**src/rtl/gmii_rx_frame_if.sv**
```systemverilog
// rtl/gmii_rx_frame_if.sv - GMII receive byte stream in, framed payload stream and per-frame status out
interface gmii_rx_frame_if;
    logic        gmii_rx_dv;
    logic [7:0]  gmii_rxd;
    logic        out_valid;
    logic [7:0]  out_data;
    logic        out_sof;
    logic        out_eof;
    logic        frame_done;
    logic        frame_ok;
    logic        err_crc;
    logic        err_len;
    logic [10:0] frame_len;

    modport master (
        output gmii_rx_dv, gmii_rxd,
        input  out_valid, out_data, out_sof, out_eof,
        input  frame_done, frame_ok, err_crc, err_len, frame_len
    );

    modport slave (
        input  gmii_rx_dv, gmii_rxd,
        output out_valid, out_data, out_sof, out_eof,
        output frame_done, frame_ok, err_crc, err_len, frame_len
    );
endinterface

```
**src/rtl/gmii_rx_frame.sv**
```systemverilog
// rtl/gmii_rx_frame.sv - GMII rx framer: preamble strip, CRC-32 check, FCS drop, optional dest MAC filter
// Optional filter enabled by defining GMII_RX_MAC_FILTER_EN.
module gmii_rx_frame #(
    parameter logic [47:0] LOCAL_MAC = 48'h00_0A_35_01_FE_C0,
    parameter int          MIN_LEN   = 64,
    parameter int          MAX_LEN   = 1518
) (
    input  logic            gmii_rx_clk,
    input  logic            rst,
    gmii_rx_frame_if.slave  bus
);
    typedef enum logic [1:0] {S_IDLE, S_PRE, S_DATA, S_DROP} state_t;

    localparam logic [10:0] L_MIN = 11'(MIN_LEN);
    localparam logic [10:0] L_MAX = 11'(MAX_LEN);

    state_t          r_state;
    logic            r_dv_d;
    logic [2:0]      r_pcnt;
    logic [31:0]     r_crc;
    logic [10:0]     r_cnt;
    logic [4:0][7:0] r_dl;
    logic            r_out_valid;
    logic [7:0]      r_out_data;
    logic            r_out_sof;
    logic            r_out_eof;
    logic            r_frame_done;
    logic            r_frame_ok;
    logic            r_err_crc;
    logic            r_err_len;
    logic [10:0]     r_frame_len;

    logic            w_err_crc;
    logic            w_err_len;
    logic            w_pass;
    logic            w_addr_ok;

    function automatic logic [31:0] f_crc_byte(input logic [31:0] c_in, input logic [7:0] d);
        logic [31:0] c;
        c = c_in;
        for (int i = 0; i < 8; i++) begin
            c = {1'b0, c[31:1]} ^ ((c[0] ^ d[i]) ? 32'hEDB8_8320 : 32'h0);
        end
        return c;
    endfunction

    assign w_err_crc = (r_crc != 32'hDEBB_20E3);
    assign w_err_len = (r_cnt < L_MIN) || (r_cnt > L_MAX);

`ifdef GMII_RX_MAC_FILTER_EN
    logic [47:0] w_dest;
    logic        w_addr_hit;
    logic        r_addr_ok;

    // byte 5 is still on the wire when byte 0 leaves the delay line
    assign w_dest     = {r_dl[4], r_dl[3], r_dl[2], r_dl[1], r_dl[0], bus.gmii_rxd};
    assign w_addr_hit = (w_dest == LOCAL_MAC) || (w_dest == 48'hFFFF_FFFF_FFFF);
    assign w_pass     = (r_cnt == 11'd5) ? w_addr_hit : r_addr_ok;
    assign w_addr_ok  = r_addr_ok;

    always_ff @(posedge gmii_rx_clk or posedge rst) begin
        if (rst) begin
            r_addr_ok <= 1'b0;
        end else if (r_state == S_PRE) begin
            r_addr_ok <= 1'b0;
        end else if (r_state == S_DATA && bus.gmii_rx_dv && r_cnt == 11'd5) begin
            r_addr_ok <= w_addr_hit;
        end
    end
`else
    assign w_pass    = 1'b1;
    assign w_addr_ok = 1'b1;
`endif

    always_ff @(posedge gmii_rx_clk or posedge rst) begin
        if (rst) begin
            r_state      <= S_IDLE;
            r_dv_d       <= 1'b1;
            r_pcnt       <= 3'd0;
            r_crc        <= 32'h0;
            r_cnt        <= 11'd0;
            r_dl         <= '0;
            r_out_valid  <= 1'b0;
            r_out_data   <= 8'h0;
            r_out_sof    <= 1'b0;
            r_out_eof    <= 1'b0;
            r_frame_done <= 1'b0;
            r_frame_ok   <= 1'b0;
            r_err_crc    <= 1'b0;
            r_err_len    <= 1'b0;
            r_frame_len  <= 11'd0;
        end else begin
            r_dv_d       <= bus.gmii_rx_dv;
            r_out_valid  <= 1'b0;
            r_out_sof    <= 1'b0;
            r_out_eof    <= 1'b0;
            r_frame_done <= 1'b0;
            case (r_state)
                S_IDLE: begin
                    if (bus.gmii_rx_dv) begin
                        if (!r_dv_d && bus.gmii_rxd == 8'h55) begin
                            r_state <= S_PRE;
                            r_pcnt  <= 3'd1;
                        end else begin
                            r_state <= S_DROP;
                        end
                    end
                end
                S_PRE: begin
                    if (!bus.gmii_rx_dv) begin
                        r_state <= S_IDLE;
                    end else if (bus.gmii_rxd == 8'h55) begin
                        if (r_pcnt == 3'd7) r_state <= S_DROP;
                        else                r_pcnt  <= r_pcnt + 3'd1;
                    end else if (bus.gmii_rxd == 8'hD5) begin
                        r_state <= S_DATA;
                        r_crc   <= 32'hFFFF_FFFF;
                        r_cnt   <= 11'd0;
                        r_dl    <= '0;
                    end else begin
                        r_state <= S_DROP;
                    end
                end
                S_DATA: begin
                    if (bus.gmii_rx_dv) begin
                        r_crc <= f_crc_byte(r_crc, bus.gmii_rxd);
                        r_dl  <= {r_dl[3:0], bus.gmii_rxd};
                        if (r_cnt != 11'h7FF) r_cnt <= r_cnt + 11'd1;
                        if (r_cnt >= 11'd5) begin
                            r_out_valid <= w_pass;
                            r_out_sof   <= w_pass && (r_cnt == 11'd5);
                            r_out_data  <= r_dl[4];
                        end
                    end else begin
                        // last four held bytes are the FCS and are dropped here
                        r_state      <= S_IDLE;
                        r_frame_done <= 1'b1;
                        r_err_crc    <= w_err_crc;
                        r_err_len    <= w_err_len;
                        r_frame_ok   <= !w_err_crc && !w_err_len && w_addr_ok;
                        r_frame_len  <= (r_cnt >= 11'd4) ? r_cnt - 11'd4 : 11'd0;
                        if (r_cnt >= 11'd5) begin
                            r_out_valid <= w_addr_ok;
                            r_out_sof   <= w_addr_ok && (r_cnt == 11'd5);
                            r_out_eof   <= w_addr_ok;
                            r_out_data  <= r_dl[4];
                        end
                    end
                end
                S_DROP: begin
                    if (!bus.gmii_rx_dv) r_state <= S_IDLE;
                end
                default: r_state <= S_IDLE;
            endcase
        end
    end

    assign bus.out_valid  = r_out_valid;
    assign bus.out_data   = r_out_data;
    assign bus.out_sof    = r_out_sof;
    assign bus.out_eof    = r_out_eof;
    assign bus.frame_done = r_frame_done;
    assign bus.frame_ok   = r_frame_ok;
    assign bus.err_crc    = r_err_crc;
    assign bus.err_len    = r_err_len;
    assign bus.frame_len  = r_frame_len;
endmodule

```
**src/flat_wrapper.sv**
```systemverilog
// flat-port wrapper written by rule: the top's interface ports become plain ports
module gmii_rx_frame_flat 
#(
    parameter logic [47:0] LOCAL_MAC = 48'h00_0A_35_01_FE_C0,
    parameter int          MIN_LEN   = 64,
    parameter int          MAX_LEN   = 1518
)
  (gmii_rx_clk, rst, bus_gmii_rx_dv, bus_gmii_rxd, bus_out_valid, bus_out_data, bus_out_sof, bus_out_eof, bus_frame_done, bus_frame_ok, bus_err_crc, bus_err_len, bus_frame_len);
  gmii_rx_frame_if bus_i ();
  input  logic gmii_rx_clk;
  input  logic rst;
  input wire logic [$bits(bus_i.gmii_rx_dv)-1:0] bus_gmii_rx_dv;
  input wire logic [$bits(bus_i.gmii_rxd)-1:0] bus_gmii_rxd;
  output wire logic [$bits(bus_i.out_valid)-1:0] bus_out_valid;
  output wire logic [$bits(bus_i.out_data)-1:0] bus_out_data;
  output wire logic [$bits(bus_i.out_sof)-1:0] bus_out_sof;
  output wire logic [$bits(bus_i.out_eof)-1:0] bus_out_eof;
  output wire logic [$bits(bus_i.frame_done)-1:0] bus_frame_done;
  output wire logic [$bits(bus_i.frame_ok)-1:0] bus_frame_ok;
  output wire logic [$bits(bus_i.err_crc)-1:0] bus_err_crc;
  output wire logic [$bits(bus_i.err_len)-1:0] bus_err_len;
  output wire logic [$bits(bus_i.frame_len)-1:0] bus_frame_len;
  assign bus_i.gmii_rx_dv = bus_gmii_rx_dv;
  assign bus_i.gmii_rxd = bus_gmii_rxd;
  assign bus_out_valid = bus_i.out_valid;
  assign bus_out_data = bus_i.out_data;
  assign bus_out_sof = bus_i.out_sof;
  assign bus_out_eof = bus_i.out_eof;
  assign bus_frame_done = bus_i.frame_done;
  assign bus_frame_ok = bus_i.frame_ok;
  assign bus_err_crc = bus_i.err_crc;
  assign bus_err_len = bus_i.err_len;
  assign bus_frame_len = bus_i.frame_len;
  gmii_rx_frame #(.LOCAL_MAC(LOCAL_MAC), .MIN_LEN(MIN_LEN), .MAX_LEN(MAX_LEN)) u_core (.gmii_rx_clk(gmii_rx_clk), .rst(rst), .bus(bus_i));
endmodule
```
**config.mk**
```make
export PLATFORM = sky130hd
export DESIGN_NAME = gmii_rx_frame_flat
export DESIGN_NICKNAME = d
export VERILOG_FILES = /design/src/rtl/gmii_rx_frame_if.sv /design/src/rtl/gmii_rx_frame.sv /design/src/flat_wrapper.sv
export SDC_FILE = /design/constraint.sdc
export NUM_CORES = 1
export LEC_CHECK = 0
export ABC_AREA = 0
export BUFFER_PORTS_ARGS = -buffer_cell sky130_fd_sc_hd__buf_4
export CAP_MARGIN = 20
export CORE_MARGIN = 2
export CORE_UTILIZATION = 54
export CTS_CLUSTER_DIAMETER = 30
export CTS_CLUSTER_SIZE = 12
export DETAILED_ROUTE_END_ITERATION = 8
export HOLD_SLACK_MARGIN = 0.03
export PLACE_DENSITY = 0.77
export SYNTH_ARGS = -nofsm -noshare
export SYNTH_HDL_FRONTEND = slang
export SYNTH_SLANG_ARGS = --single-unit
export TNS_END_PERCENT = 5
```
**constraint.sdc**
```tcl
create_clock -name gmii_rx_clk -period 3.05 [get_ports gmii_rx_clk]
set_input_delay 0.305 -clock gmii_rx_clk [delete_from_list [all_inputs] [get_ports gmii_rx_clk]]
set_output_delay 0.305 -clock gmii_rx_clk [all_outputs]
set_load 0.005 [all_outputs]
```
==> flow_metrics.env <==
export IMPL_routed_wl_um=11300
export IMPL_slew_violations=0
export IMPL_ys_async_sr_fraction_pct=100.0
export IMPL_hold_violations=0
export IMPL_synthAdderAreaFrac_pct=1.830
export IMPL_synth_area_leader_cell="dfrtp_1"
export IMPL_place_area_sq_um=5914
export IMPL_io_buffers=36
export IMPL_r2r_slack_ps=860
export IMPL_ctsResizeCount=0
export IMPL_start_util_pct=55.71
export IMPL_area_delta_synth_final_pct=19.67
export IMPL_ys_types=49
export IMPL_io_pins=37
export IMPL_hold_class="input pin to register"
export IMPL_critPathRequiredTime_ps=3450
export IMPL_synth_xor_area_share_pct=15.39
export IMPL_cts_root_buffer="clkbuf_8"
export IMPL_timing_rr_start="u_core.r_crc[6]$_DFFE_PP0P_"
export IMPL_vias=3783
export IMPL_clock_sinks=115
export IMPL_synth_top_family_by_area="XOR/XNOR gates"
export IMPL_min_from="bus_gmii_rxd[6]"
export IMPL_clock_skew_ps=6.804
export IMPL_cp_max_fo=4
export IMPL_fmax_ghz=0.4575
export IMPL_die_h_um=104.7
export IMPL_core_area_sq_um=9819
export IMPL_cts_tree="done"
export IMPL_routabilityCongestion=0.8192
export IMPL_worstPathCellList="xnor2_1 > xnor2_2 > xor2_2 > xnor3_1 > o22a_1"
export IMPL_path_buf_inv=0
export IMPL_end_kind="register"
export IMPL_slowest_delay_ps=570
export IMPL_synth_main_ff_cell="dfrtp_1"
export IMPL_synthCells=479
export IMPL_synth_edf_count=0
export IMPL_ys_seq_elements=115
export IMPL_grtUsageTotal_pct=21.97
export IMPL_drive_above_1_share_pct=19.92
export IMPL_antenna_found_initial=0
export IMPL_yosys_top_cells_area="dfrtp_1, xnor2_1, a22o_1, xor2_1, a21oi_1"
export IMPL_cts_buffer_depth=2
export IMPL_nets=538
export IMPL_ant_nets=0
export IMPL_path_class="register to register"
export IMPL_syn_nets=498
export IMPL_status="finished, final reports clean"
export IMPL_fin_crit_ps=2186
export IMPL_synth_compound_area_share_pct=15.10
export IMPL_p_per_area_nw_per_um2=1139
export IMPL_synth_commonest_cells="dfrtp_1, xnor2_1, a22o_1"
export IMPL_route_detailed_drc=0
export IMPL_die_area_sq_um=10950
export IMPL_synth_area_sq_um=5470
export IMPL_cp_start_kind="register"
export IMPL_yosysMostFrequentCell="dfrtp_1"
export IMPL_whs_path_depth=2
export IMPL_setup_viol=0
export IMPL_arrival_ps=2580
export IMPL_yosysWarnings=0
export IMPL_hpwl_um=7329
export IMPL_die_w_um=104.7
export IMPL_overflow=0
export IMPL_timing_slew_headroom_pct=48.96
export IMPL_drv_cap=0
export IMPL_floorplan_rows=36
export IMPL_hold_end="u_core.r_dl[6]$_DFFE_PP0P_"
export IMPL_peakVddDrop_mv=0.8358
export IMPL_antenna_diode_count=0
export IMPL_syn_avg_cell_area_sq_um=11.42
export IMPL_max_slew_worst_pin_slew_ps=763.8
export IMPL_grt_pass1_wl_um=19200
export IMPL_rr_endpoint="u_core.r_crc[19]$_DFFE_PP0P_"
export IMPL_critical_path_top_delay_family="XOR/XNOR gates"
export IMPL_rsz0062_at_grt="no"
export IMPL_power_total_mw=7.459
export IMPL_yosys_area_share_simple_pct=9.835
export IMPL_clk_latency_ps=520
export IMPL_ff2ff_path_depth=5
export IMPL_grt_start_max_net_pins=44
export IMPL_dr_pass1_iters=5
export IMPL_power_leakage_nw=2.887
export IMPL_htreeDepth=4
export IMPL_wl_per_cell_um=16.99
export IMPL_vias_per_cell=5.689
export IMPL_clk_pin_slew_ps=60
export IMPL_critPathSlowestCell="xnor2_1"
export IMPL_setup_tns_ps=0
export IMPL_fin_crit_sh_pct=71.67
export IMPL_synth_seq_area_share_pct=52.63
export IMPL_cts_buffers=17
export IMPL_synth_top_cell_area_share_pct=52.15
export IMPL_grt_pass1_vias=3905
export IMPL_drt_iter0_drc=177
export IMPL_synth_mux_area_share_pct=2.813
export IMPL_design_area_sq_um=6546
==> sequential cells by signal, indices dropped and copies added, names as in the netlist, 2 cells and up <==
register	flops
u_core.r_dl	40
u_core.r_crc	32
u_core.bus.frame_len	11
u_core.r_cnt	11
u_core.bus.out_data	8
u_core.r_pcnt	3
u_core.r_state	2
==> worst max path at each step <==
| stage | depth (start not counted) | slack [ps] | start | end |
|---|---|---|---|---|
| final | 5 | 860 | u_core.r_crc[6]$_DFFE_PP0P_ | u_core.r_crc[19]$_DFFE_PP0P_ |
| after global routing | 5 | 760 | u_core.r_crc[0]$_DFFE_PP0P_ | u_core.r_crc[23]$_DFFE_PP0P_ |
| after CTS | 5 | 860 | u_core.r_crc[6]$_DFFE_PP0P_ | u_core.r_crc[19]$_DFFE_PP0P_ |
| after detailed placement | 7 | 840 | bus_gmii_rxd[2] | u_core.r_crc[1]$_DFFE_PP0P_ |
| after global placement | 6 | 880 | bus_gmii_rxd[5] | u_core.r_dl[1]$_DFFE_PP0P_ |
| after floorplan | 5 | 1180 | u_core.r_crc[0]$_DFFE_PP0P_ | u_core.r_crc[19]$_DFFE_PP0P_ |
==> repair_timing <==
item,in CTS,in global routing
hold buffers,1,1
setup buffers,0,0
endpoints found under the hold margin,1,10
==> per-layer routing <==
metal | vias up | part of all wire [%] | track usage, %
met1 | 1902 | 44 | 29.14
li1 | 1771 | - | -
met4 | 0 | 1.5 | 7.238
met2 | 96 | 50 | 35.85
met3 | 14 | 4.3 | 5.240
met5 | - | 0 | 0
==> cells by family (layout without fill, tap and decap cells) <==
group                      after synthesis  count (layout)
AOI/OAI and AO/OA                      119             119
xor gates and xnor gates                76              76
adders and majority gates                8               8
buffers and inverters                   35              88
DFF                                    115             115
muxes                                   14              14
and+or+nand+nor                        112             112
==> through the flow <==
step | util (%) | hold WS (ps) | instances | worst slack [ps]
after CTS | 66.36 | 33.03 | 663 | 860.7
after detailed placement | 60.23 | 474.0 | 630 | 835.3
after global routing | 66.67 | 32.39 | 665 | 762.8
final | 66.67 | 45.76 | 665 | 864.2
after floorplan | - | 309.5 | 479 | 1184
after global placement | 60.23 | 463.2 | 630 | 878.1
==> worst reg2reg max path: cells and delay by family (launching register included) <==
| kind | cells | cell delay, ps |
|---|---|---|
| xor+xnor | 4 | 1500 |
| compound gates | 1 | 170 |
| flops | 1 | 410 |
==> final cells by class <==
class	instances	area, sq um
clock buffer	17	414.1
tap	133	166.4
sequential	115	2879
inverter	11	45.04
multi-input combinational	329	2471
timing repair buffer	45	392.9
fill	739	3273
clock inverter	15	177.7
==> power breakdown <==
part | total (mW) | switching (mW) | leakage, nW | internal (mW)
registers | 2.38 | 0.414 | 1.40 | 1.97
clock network | 1.99 | 0.789 | 0.290 | 1.20
logic | 3.09 | 1.50 | 1.20 | 1.59
total | 7.46 | 2.71 | 2.89 | 4.75
==> cells in the final DEF, fill, tap and decap left out, drive strengths merged, types with 6 or more instances in the layout <==
cell type,count
xnor2,50
nor2,38
clkbuf,17
xor2,22
nand3,8
o22a,6
a22o,40
dfrtp,114
ha,8
mux2,11
nor4,6
a21oi,34
buf,43
o21ai,25
nand2,34
inv,22
Note: power is estimated with default switching activity, not from simulation.
